$ cat config.mk
export PLATFORM = sky130hd
export DESIGN_NAME = async_fifo_write_arbiter_flat
export DESIGN_NICKNAME = d
export VERILOG_FILES = /design/src/rtl/async_fifo_write_arbiter_pkg.sv /design/src/rtl/async_fifo_write_arbiter_if.sv /design/src/rtl/async_fifo_write_arbiter_rr_picker.sv /design/src/rtl/async_fifo_write_arbiter.sv /design/src/flat_wrapper.sv
export SDC_FILE = /design/constraint.sdc
export NUM_CORES = 1
export LEC_CHECK = 0
export ABC_AREA = 1
export CORE_MARGIN = 10
export CORE_UTILIZATION = 33
export CTS_BUF_LIST = sky130_fd_sc_hd__clkbuf_8
export CTS_CLUSTER_SIZE = 30
export DETAILED_ROUTE_END_ITERATION = 10
export HOLD_SLACK_MARGIN = 0.12
export PLACE_DENSITY = 0.9
export SYNTH_ARGS = -nofsm -noshare
export SYNTH_HDL_FRONTEND = slang
export SYNTH_SLANG_ARGS = --single-unit
$ cat constraint.sdc
create_clock -name write_clk -period 2.2 [get_ports write_clk]
set_clock_uncertainty 0.1 [all_clocks]
set_input_delay 0.33 -clock write_clk [delete_from_list [all_inputs] [get_ports write_clk]]
set_output_delay 0.33 -clock write_clk [all_outputs]
set_load 0.1 [all_outputs]
$ cat src/rtl/async_fifo_write_arbiter_pkg.sv
// Shared types and helpers for the async FIFO write-port arbiter.
//   arb_state_t : arbiter FSM states
//   STALL_W     : width of the saturating stall counter
//   rr_next()   : round-robin pick, first set bit of mask after 'last'
package async_fifo_write_arbiter_pkg;

  typedef enum logic [0:0] {
    IDLE  = 1'b0,
    GRANT = 1'b1
  } arb_state_t;

  localparam int unsigned STALL_W = 16;
  localparam int unsigned MAX_REQ = 8;
  localparam int unsigned IDX_W   = 3;

  // Scan downward so the closest candidate after 'last' is written last and wins.
  function automatic logic [IDX_W-1:0] rr_next(input logic [MAX_REQ-1:0] mask,
                                               input logic [IDX_W-1:0]   last,
                                               input int                 n);
    logic [IDX_W-1:0] idx;
    rr_next = last;
    for (int k = int'(MAX_REQ); k >= 1; k--) begin
      if (k <= n) begin
        idx = IDX_W'((int'(last) + k) % n);
        if (mask[idx]) rr_next = idx;
      end
    end
  endfunction

endpackage

$ cat src/rtl/async_fifo_write_arbiter_if.sv
// Requester-side bus of the write arbiter: per-requester valid/last/data/ready.
//   master : requester view (drives valid/last/data, receives ready)
//   slave  : arbiter view
interface async_fifo_write_arbiter_if #(
  parameter int unsigned NUM_REQ = 4,
  parameter int unsigned BITS    = 32
);
  logic [NUM_REQ-1:0]      req_valid;
  logic [NUM_REQ-1:0]      req_last;
  logic [NUM_REQ*BITS-1:0] req_data;
  logic [NUM_REQ-1:0]      req_ready;

  modport master (output req_valid, output req_last, output req_data, input req_ready);
  modport slave  (input req_valid, input req_last, input req_data, output req_ready);
endinterface

$ cat src/rtl/async_fifo_write_arbiter_rr_picker.sv
// Combinational round-robin priority picker.
//   mask  : candidate requesters
//   last  : index that had priority last; search starts at last+1
//   found : any candidate present
//   index : chosen requester (valid only when found)
module async_fifo_write_arbiter_rr_picker
  import async_fifo_write_arbiter_pkg::*;
#(
  parameter  int unsigned NUM_REQ = 4,
  localparam int unsigned ID_W    = $clog2(NUM_REQ)
) (
  input  logic [NUM_REQ-1:0] mask,
  input  logic [ID_W-1:0]    last,
  output logic               found,
  output logic [ID_W-1:0]    index
);

  always_comb begin
    found = |mask;
    index = ID_W'(rr_next(MAX_REQ'(mask), IDX_W'(last), int'(NUM_REQ)));
  end

endmodule

$ cat src/rtl/async_fifo_write_arbiter.sv
// Shares async_fifo's single write port among NUM_REQ requesters with
// round-robin grants held for bursts of up to MAX_BURST beats.
//   write_clk, write_rst_n : write-domain clock, async active-low reset
//   req                    : requester valid/last/data/ready bus
//   p_write_en/data/full   : async_fifo write port
//   grant_valid, grant_id  : current grant holder
//   stall_count            : saturating cycles granted-but-blocked by full
module async_fifo_write_arbiter
  import async_fifo_write_arbiter_pkg::*;
#(
  parameter  int unsigned BITS      = 32,
  parameter  int unsigned NUM_REQ   = 4,
  parameter  int unsigned MAX_BURST = 4,
  localparam int unsigned ID_W      = $clog2(NUM_REQ)
) (
  input  logic                       write_clk,
  input  logic                       write_rst_n,
  async_fifo_write_arbiter_if.slave  req,
  output logic                       p_write_en,
  output logic [BITS-1:0]            p_write_data,
  input  logic                       p_write_full,
  output logic                       grant_valid,
  output logic [ID_W-1:0]            grant_id,
  output logic [STALL_W-1:0]         stall_count
);

  localparam int unsigned       BCNT_W    = (MAX_BURST > 1) ? $clog2(MAX_BURST) : 1;
  localparam logic [BCNT_W-1:0] BEAT_LAST = BCNT_W'(MAX_BURST - 1);

  arb_state_t          state, state_n;
  logic [ID_W-1:0]     grant_n;
  logic [ID_W-1:0]     last_grant, last_grant_n;
  logic [BCNT_W-1:0]   beat_cnt, beat_cnt_n;
  logic                stall_inc;

  logic [NUM_REQ-1:0]  pick_mask;
  logic [ID_W-1:0]     pick_last;
  logic                pick_found;
  logic [ID_W-1:0]     pick_idx;

  logic                g_valid;
  logic                g_last;
  logic                accept;
  logic                rel;

  // Picker inputs: fresh arbitration in IDLE, handoff excluding the holder in GRANT.
  always_comb begin
    pick_mask = req.req_valid;
    pick_last = last_grant;
    if (state == GRANT) begin
      pick_mask = req.req_valid & ~(NUM_REQ'(1) << grant_id);
      pick_last = grant_id;
    end
  end

  async_fifo_write_arbiter_rr_picker #(.NUM_REQ(NUM_REQ)) u_picker (
    .mask  (pick_mask),
    .last  (pick_last),
    .found (pick_found),
    .index (pick_idx)
  );

  // State and counters.
  always_ff @(posedge write_clk or negedge write_rst_n) begin
    if (!write_rst_n) begin
      state       <= IDLE;
      grant_id    <= '0;
      last_grant  <= ID_W'(NUM_REQ - 1);
      beat_cnt    <= '0;
      stall_count <= '0;
    end else begin
      state      <= state_n;
      grant_id   <= grant_n;
      last_grant <= last_grant_n;
      beat_cnt   <= beat_cnt_n;
      if (stall_inc) stall_count <= stall_count + STALL_W'(1);
    end
  end

  // Next state, handshake and FIFO write strobe.
  always_comb begin
    state_n      = state;
    grant_n      = grant_id;
    last_grant_n = last_grant;
    beat_cnt_n   = beat_cnt;
    req.req_ready = '0;
    p_write_en   = 1'b0;
    accept       = 1'b0;
    rel          = 1'b0;
    stall_inc    = 1'b0;
    g_valid      = req.req_valid[grant_id];
    g_last       = req.req_last[grant_id];
    p_write_data = req.req_data[grant_id*BITS +: BITS];

    case (state)
      IDLE: begin
        if (pick_found) begin
          grant_n = pick_idx;
          state_n = GRANT;
        end
      end
      GRANT: begin
        req.req_ready[grant_id] = ~p_write_full;
        accept     = g_valid & ~p_write_full;
        p_write_en = accept;
        stall_inc  = g_valid & p_write_full & (stall_count != '1);
        if (accept) beat_cnt_n = beat_cnt + BCNT_W'(1);
        // Full freezes the grant; otherwise release on last, burst limit or a dropped valid.
        rel = ~p_write_full & ((accept & (g_last | (beat_cnt == BEAT_LAST))) | ~g_valid);
        if (rel) begin
          last_grant_n = grant_id;
          beat_cnt_n   = '0;
          if (pick_found) grant_n = pick_idx;
          else            state_n = IDLE;
        end
      end
      default: state_n = IDLE;
    endcase
  end

  assign grant_valid = (state == GRANT);

endmodule
$ cat src/flat_wrapper.sv
// flat-port wrapper written by rule: the top's interface ports become plain ports
module async_fifo_write_arbiter_flat import async_fifo_write_arbiter_pkg::*;
#(
  parameter  int unsigned BITS      = 32,
  parameter  int unsigned NUM_REQ   = 4,
  parameter  int unsigned MAX_BURST = 4,
  localparam int unsigned ID_W      = $clog2(NUM_REQ)
)
  (write_clk, write_rst_n, p_write_en, p_write_data, p_write_full, grant_valid, grant_id, stall_count, req_req_valid, req_req_last, req_req_data, req_req_ready);
  async_fifo_write_arbiter_if #(.NUM_REQ(NUM_REQ), .BITS(BITS)) req_i ();
  input  logic write_clk;
  input  logic write_rst_n;
  output logic p_write_en;
  output logic [BITS-1:0] p_write_data;
  input  logic p_write_full;
  output logic grant_valid;
  output logic [ID_W-1:0] grant_id;
  output logic [STALL_W-1:0] stall_count;
  input wire logic [$bits(req_i.req_valid)-1:0] req_req_valid;
  input wire logic [$bits(req_i.req_last)-1:0] req_req_last;
  input wire logic [$bits(req_i.req_data)-1:0] req_req_data;
  output wire logic [$bits(req_i.req_ready)-1:0] req_req_ready;
  assign req_i.req_valid = req_req_valid;
  assign req_i.req_last = req_req_last;
  assign req_i.req_data = req_req_data;
  assign req_req_ready = req_i.req_ready;
  async_fifo_write_arbiter #(.BITS(BITS), .NUM_REQ(NUM_REQ), .MAX_BURST(MAX_BURST)) u_core (.write_clk(write_clk), .write_rst_n(write_rst_n), .req(req_i), .p_write_en(p_write_en), .p_write_data(p_write_data), .p_write_full(p_write_full), .grant_valid(grant_valid), .grant_id(grant_id), .stall_count(stall_count));
endmodule
# After elaboration in Yosys (flattened, before gate mapping)
# Index checks and enable logic that the tools add are counted.
[classes]
shifts = 2
muxes = 31
n_lt_le_gt_ge = 6
eq_ne = 3
add_sub_neg = 6
reduce_logical = 9
bitwise = 17
[ops]
columns = ["cell", "n"]
rows = [
  ["$shiftx 128x8->32", 1],
  ["$mux 2", 9],
  ["$add 16x1->16 const B", 1],
  ["$lt 3x4->1 const B", 4],
  ["$ne 16x16->1 const B", 1],
  ["$bmux 1 s3", 4],
  ["$mux 1", 11],
  ["$and 4x4->4", 2],
  ["$mux 4", 2],
  ["$reduce_or 2->1", 4],
  ["$add 2x1->2 const B", 3],
  ["$and 1x1->1", 5],
  ["$add 2x2->2 const B", 2],
  ["$and 1x1->1 const A", 4],
  ["$bmux 1 s2", 2],
  ["$not 4->4", 1],
  ["$pmux 2 s2", 1],
  ["$reduce_and 2->1", 2],
  ["$reduce_or 4->1", 1],
  ["$shl 1x2->4 const A", 1],
  ["$lt 2x3->1 const B", 1],
  ["$not 1->1", 3],
  ["$demux 1 s2", 1],
  ["$eq 2x2->1 const B", 1],
  ["other kinds (6)", 7],
]
[totals]
ff_bits = 23
wordCells = 79
input_bits = 139

# Longest topological paths before layout
[logic_depth]
depth_word = 13
mapped_depth = 14

# Cells and area by module
# A second synthesis with hierarchy kept.
[unflattened]
hier_cells = 388
area_unflattened_um2 = 2424.8
[modules_own_cells]
columns = ["module", "cells_each", "n_inst", "area_each_um2", "seq_area_each_um2"]
rows = [
  ["async_fifo_write_arbiter", 345, 1, 2220.9, 578.1],
  ["async_fifo_write_arbiter_rr_picker", 43, 1, 203.9, 0.0],
]

# Least setup slack after synthesis
# No wires, ideal clock.
[synth_path]
path_type = "reg2out"
startpoint = "register u_core.grant_id[1]"
endpoint = "output p_write_en"
arrival_time_ps = 2924
path_buffers = 1
required_time_ps = 1770
setup_slack_ps = -1154
stages_incl_launch_ff = 6
cell_sequence = "dfrtp_1 buf_6 inv_4 nor2_8 a21oi_1 a21oi_1"
[synth_between]
elab_chain_cells = 4
[synth_lines]
columns = ["item", "line", "rtl"]
rows = [
  ["from (decl)", "async_fifo_write_arbiter.sv:23", "output logic [ID_W-1:0] grant_id,"],
  ["from (signal assigned)", "async_fifo_write_arbiter.sv:73", "grant_id <= grant_n;"],
  ["$bmux 1 s2", "async_fifo_write_arbiter.sv:91", "g_valid = req.req_valid[grant_id];"],
  ["$mux 1 (implied by the code)", "async_fifo_write_arbiter.sv:91", ""],
  ["$and 1x1->1", "async_fifo_write_arbiter.sv:104", "accept = g_valid & ~p_write_full;"],
  ["$mux 1", "async_fifo_write_arbiter.sv:95", "case (state)"],
  ["to (decl)", "flat_wrapper.sv:13", "output logic p_write_en;"],
]
# Every way passes these cells. The select of a mux whose other input is x is not followed.

# Final worst setup path
[layout_path]
startpoint = "register u_core.grant_id[1]"
endpoint = "output p_write_data[22]"
[layout_between]
elab_chain_cells = 1
[layout_lines]
columns = ["item", "line", "rtl"]
rows = [
  ["$shiftx 128x8->32", "async_fifo_write_arbiter.sv:93", "p_write_data = req.req_data[grant_id*BITS +: BITS];"],
  ["to (decl)", "flat_wrapper.sv:14", "output logic [BITS-1:0] p_write_data;"],
]
# Every way passes these cells.

==> results_tabular.tex <==
\begin{tabular}{lr}
\hline
Metric & Value \\
\hline
\multicolumn{2}{l}{\textbf{Status}} \\
Run status & finished, final reports clean \\
\multicolumn{2}{l}{\textbf{Detailed routing}} \\
Number of DRC violations after detailed-routing iteration 0 & 269 \\
Remaining routing DRC violations & 0 \\
Number of routed nets with antenna violations & 0 \\
Number of vias in the routed layout & 3618 \\
Detailed-route wire length per cell & 25.1 µm \\
Final Routed Wirelength & 16300 µm \\
Drt pass-1 iters & 5 \\
Per-cell via count in the routed design & 5.57 \\
\multicolumn{2}{l}{\textbf{Setup path}} \\
Critical-path maximum fanout & 17 \\
Endpoint type of the worst setup path & output port \\
CP Data Arrival Time & 1770 ps \\
Reg2Reg Setup Slack & 160 ps \\
Data required time of the critical path & 1770 ps \\
Startpoint class of the critical path & flop \\
WS Path Type & flop to output port \\
\multicolumn{2}{l}{\textbf{Yosys}} \\
FFs w/ async S/R, synth & 1.00 \\
Adder-cell share of the synthesized area & 0.0108 \\
Post-synthesis instance total & 355 \\
Main synth FF type & sky130\_fd\_sc\_hd\_\_dfrtp\_1 \\
Total of warnings raised by yosys & 0 \\
Post-Synthesis Mean Instance Area & 6.54 µm² \\
Compound-Gate Fraction of Synth Area & 0.195 \\
Post-synthesis mux area share & 0 \\
Flip-flop and latch count after synthesis & 23 \\
Synthesized Nets & 496 \\
Number of distinct library cell variants in the gate-level netlist after synthesis & 33 \\
Share of synthesized area occupied by flip-flops and latches & 0.249 \\
Netlist area before placement & 2320 µm² \\
Dominant combinational cell family by area after synthesis & simple AND/OR/NAND/NOR gates \\
Xor and xnor area share after synthesis & 0.0566 \\
Simple-gate area share of the yosys netlist & 0.396 \\
Count of flip-flops with a built-in enable after synthesis & 0 \\
\multicolumn{2}{l}{\textbf{Global routing}} \\
Vias in the first global route & 3516 \\
Global routing met1 resource utilization & 0.260 \\
M2 GR Usage & 0.431 \\
Total gr overflow & 0 \\
GR peak layer & met2 \\
Met3 Use GR & 0.0824 \\
Initial antenna violation count & 3 \\
Global-route wire length before repair & 21400 µm \\
Total track usage & 0.250 \\
Pin count of the biggest net entering global routing & 34 \\
\multicolumn{2}{l}{\textbf{Die}} \\
Width of the die & 104 µm \\
Ports & 195 \\
Number of rows in the core area & 30 \\
Core area & 6830 µm² \\
Chip Height & 104 µm \\
Area enclosed by the die boundary & 10800 µm² \\
Initial Utilization & 0.340 \\
\multicolumn{2}{l}{\textbf{Timing}} \\
Measured slew at the worst slew-check pin & 444 ps \\
Final min period & 2200 ps \\
Final worst path period share & 0.998 \\
Unrepaired setup endpoints after global routing & true \\
Final hold violation count & 0 \\
Final max-slew violation count & 0 \\
Max-slew headroom & 0.704 \\
Count of final setup violators & 0 \\
Top achievable clock speed & 456 MHz \\
\multicolumn{2}{l}{\textbf{Layout}} \\
Leading cell types in the layout, fill and taps excluded & 138 x sky130\_fd\_sc\_hd\_\_clkdlybuf4s50\_1, 102 x sky130\_fd\_sc\_hd\_\_nand2\_1, 42 x sky130\_fd\_sc\_hd\_\_buf\_12 \\
Most frequent standard cell in the layout excluding fill and tap cells & sky130\_fd\_sc\_hd\_\_clkdlybuf4s50\_1 \\
Layout fillers & 408 \\
Fraction of layout cells with a size suffix above 1 & 0.330 \\
Storage cell area & 591 µm² \\
Final Cell Area & 5470 µm² \\
Area taken by multi-input logic gates & 2070 µm² \\
Syn-to-layout area delta & 135\% \\
Number of nets in the layout & 693 \\
\multicolumn{2}{l}{\textbf{Placed design}} \\
Post-Place Cell Area & 5050 µm² \\
Total half-perimeter wirelength after legalization and detailed placement & 11600 µm \\
Number of port buffers & 194 \\
Weighted congestion reported at the end of routability-driven placement & 0.925 \\
\multicolumn{2}{l}{\textbf{Clock network}} \\
Sink Count & 23 \\
Source-to-sink clock delay at the later pin of the worst-skew pair & 260 ps \\
Bufs on Longest Clock Path & 2 \\
H-Tree Depth & 1 \\
CTS tree & built \\
Root buf cell & sky130\_fd\_sc\_hd\_\_clkbuf\_8 \\
Number of buffers created by CTS & 3 \\
Clock transition at the registers of the reported paths & 80 ps \\
\multicolumn{2}{l}{\textbf{Hold path}} \\
Type of the most critical hold path & primary input to asynchronous set/reset pin \\
\multicolumn{2}{l}{\textbf{Flow run}} \\
Total of max-cap violations & 0 \\
\hline
\end{tabular}
synth_stat cells (all sizes together), types with 2 or more instances:
master	count	area (µm²)
nand2	127	497
a22oi	48	360
inv	32	123
nand3	32	165
nor2	30	165
dfrtp	21	526
xor2	11	96.3
clkbuf	10	37.5
o21ai	10	53.8
buf	7	56.3
nand4	6	43.8
a21oi	4	23.8
nor3	4	30.0
xnor2	4	35.0
nor4	3	18.8
dfstp	2	52.6
ha	2	25.0
sequential cells by signal, indices dropped and copies added, names as in the netlist:
| register | cells |
|---|---|
| u_core.grant_valid | 1 |
| u_core.beat_cnt | 2 |
| u_core.stall_count | 16 |
| u_core.last_grant | 2 |
| u_core.grant_id | 2 |
cell type report:
cell class	instances	share of cell area
Timing Repair Buffer	209	0.457
Multi-Input combinational cell	283	0.378
Sequential cell	23	0.108
Inverter	32	0.0252
Tap cell	96	0.0220
Clock buffer	3	0.00755
Antenna cell	3	0.00137
Clock inverter	1	0.000687
metrics by stage:
stage | instances | setup WS [ps] | hold WS (ps) | utilization | setup TNS, ps
after global placement | 637 | 201 | 376 | 0.740 | 0
after global routing | 650 | -37.5 | 332 | 0.800 | -167
after CTS | 641 | -62.8 | 319 | 0.759 | -670
after floorplan | 355 | -273 | -65.6 | - | -273
after detailed placement | 637 | 140 | 399 | 0.740 | 0
final | 650 | 4.82 | 310 | 0.800 | 0
critical path, cell delays in order, from the launching register on:
cell                      delay, ps
sky130_fd_sc_hd__dfrtp_4        520
sky130_fd_sc_hd__buf_6          150
sky130_fd_sc_hd__inv_8           80
sky130_fd_sc_hd__nor2_8          50
sky130_fd_sc_hd__buf_12         160
sky130_fd_sc_hd__a22oi_2        260
sky130_fd_sc_hd__nand2_4        100
sky130_fd_sc_hd__buf_12         180
what timing repair did:
| item | CTS | global route |
|---|---|---|
| setup buffers | 0 | 2 |
| endpoints found under the setup margin | 29 | 33 |
| pin swaps | 1 | 6 |
| gates resized for setup | 17 | 38 |
| hold endpoints to repair | 0 | 0 |
| cloned | 0 | 4 |
| hold buffers | 0 | 0 |
routing by layer:
metal / up-vias / wire length, µm / share of wire
li1: 1592 / - / -
met1: 1704 / 5550 / 0.34
met2: 262 / 8120 / 0.50
met3: 60 / 1550 / 0.095
met4: 0 / 1090 / 0.067
met5: - / 0 / 0
path summary, 6_finish.rpt:
kind,depth (start not counted),endpoint,startpoint
worst min register to register,2,u_core.beat_cnt[1]$_DFFE_PN0P_,u_core.beat_cnt[1]$_DFFE_PN0P_
max in group asynchronous,2,u_core.last_grant[0]$_DFFE_PN1P_,write_rst_n
min in group write_clk,2,u_core.beat_cnt[1]$_DFFE_PN0P_,u_core.beat_cnt[1]$_DFFE_PN0P_
worst min-delay path,2,u_core.stall_count[8]$_DFFE_PN0P_,write_rst_n
worst max register to register,13,u_core.grant_id[0]$_DFFE_PN0P_,u_core.grant_id[1]$_DFFE_PN0P_
worst max-delay path,7,p_write_data[22],u_core.grant_id[1]$_DFFE_PN0P_
logic make-up after synthesis:
kind of cell,count (synthesis)
DFF,23
buffers and inverters,49
xor gates and xnor gates,15
and+or+nand+nor,202
adders and majority gates,2
AOI/OAI and AO/OA,64
Power is left out: the tool's default activity adds up to more than one toggle a clock period on the data nets, which glitch-free logic cannot reach.
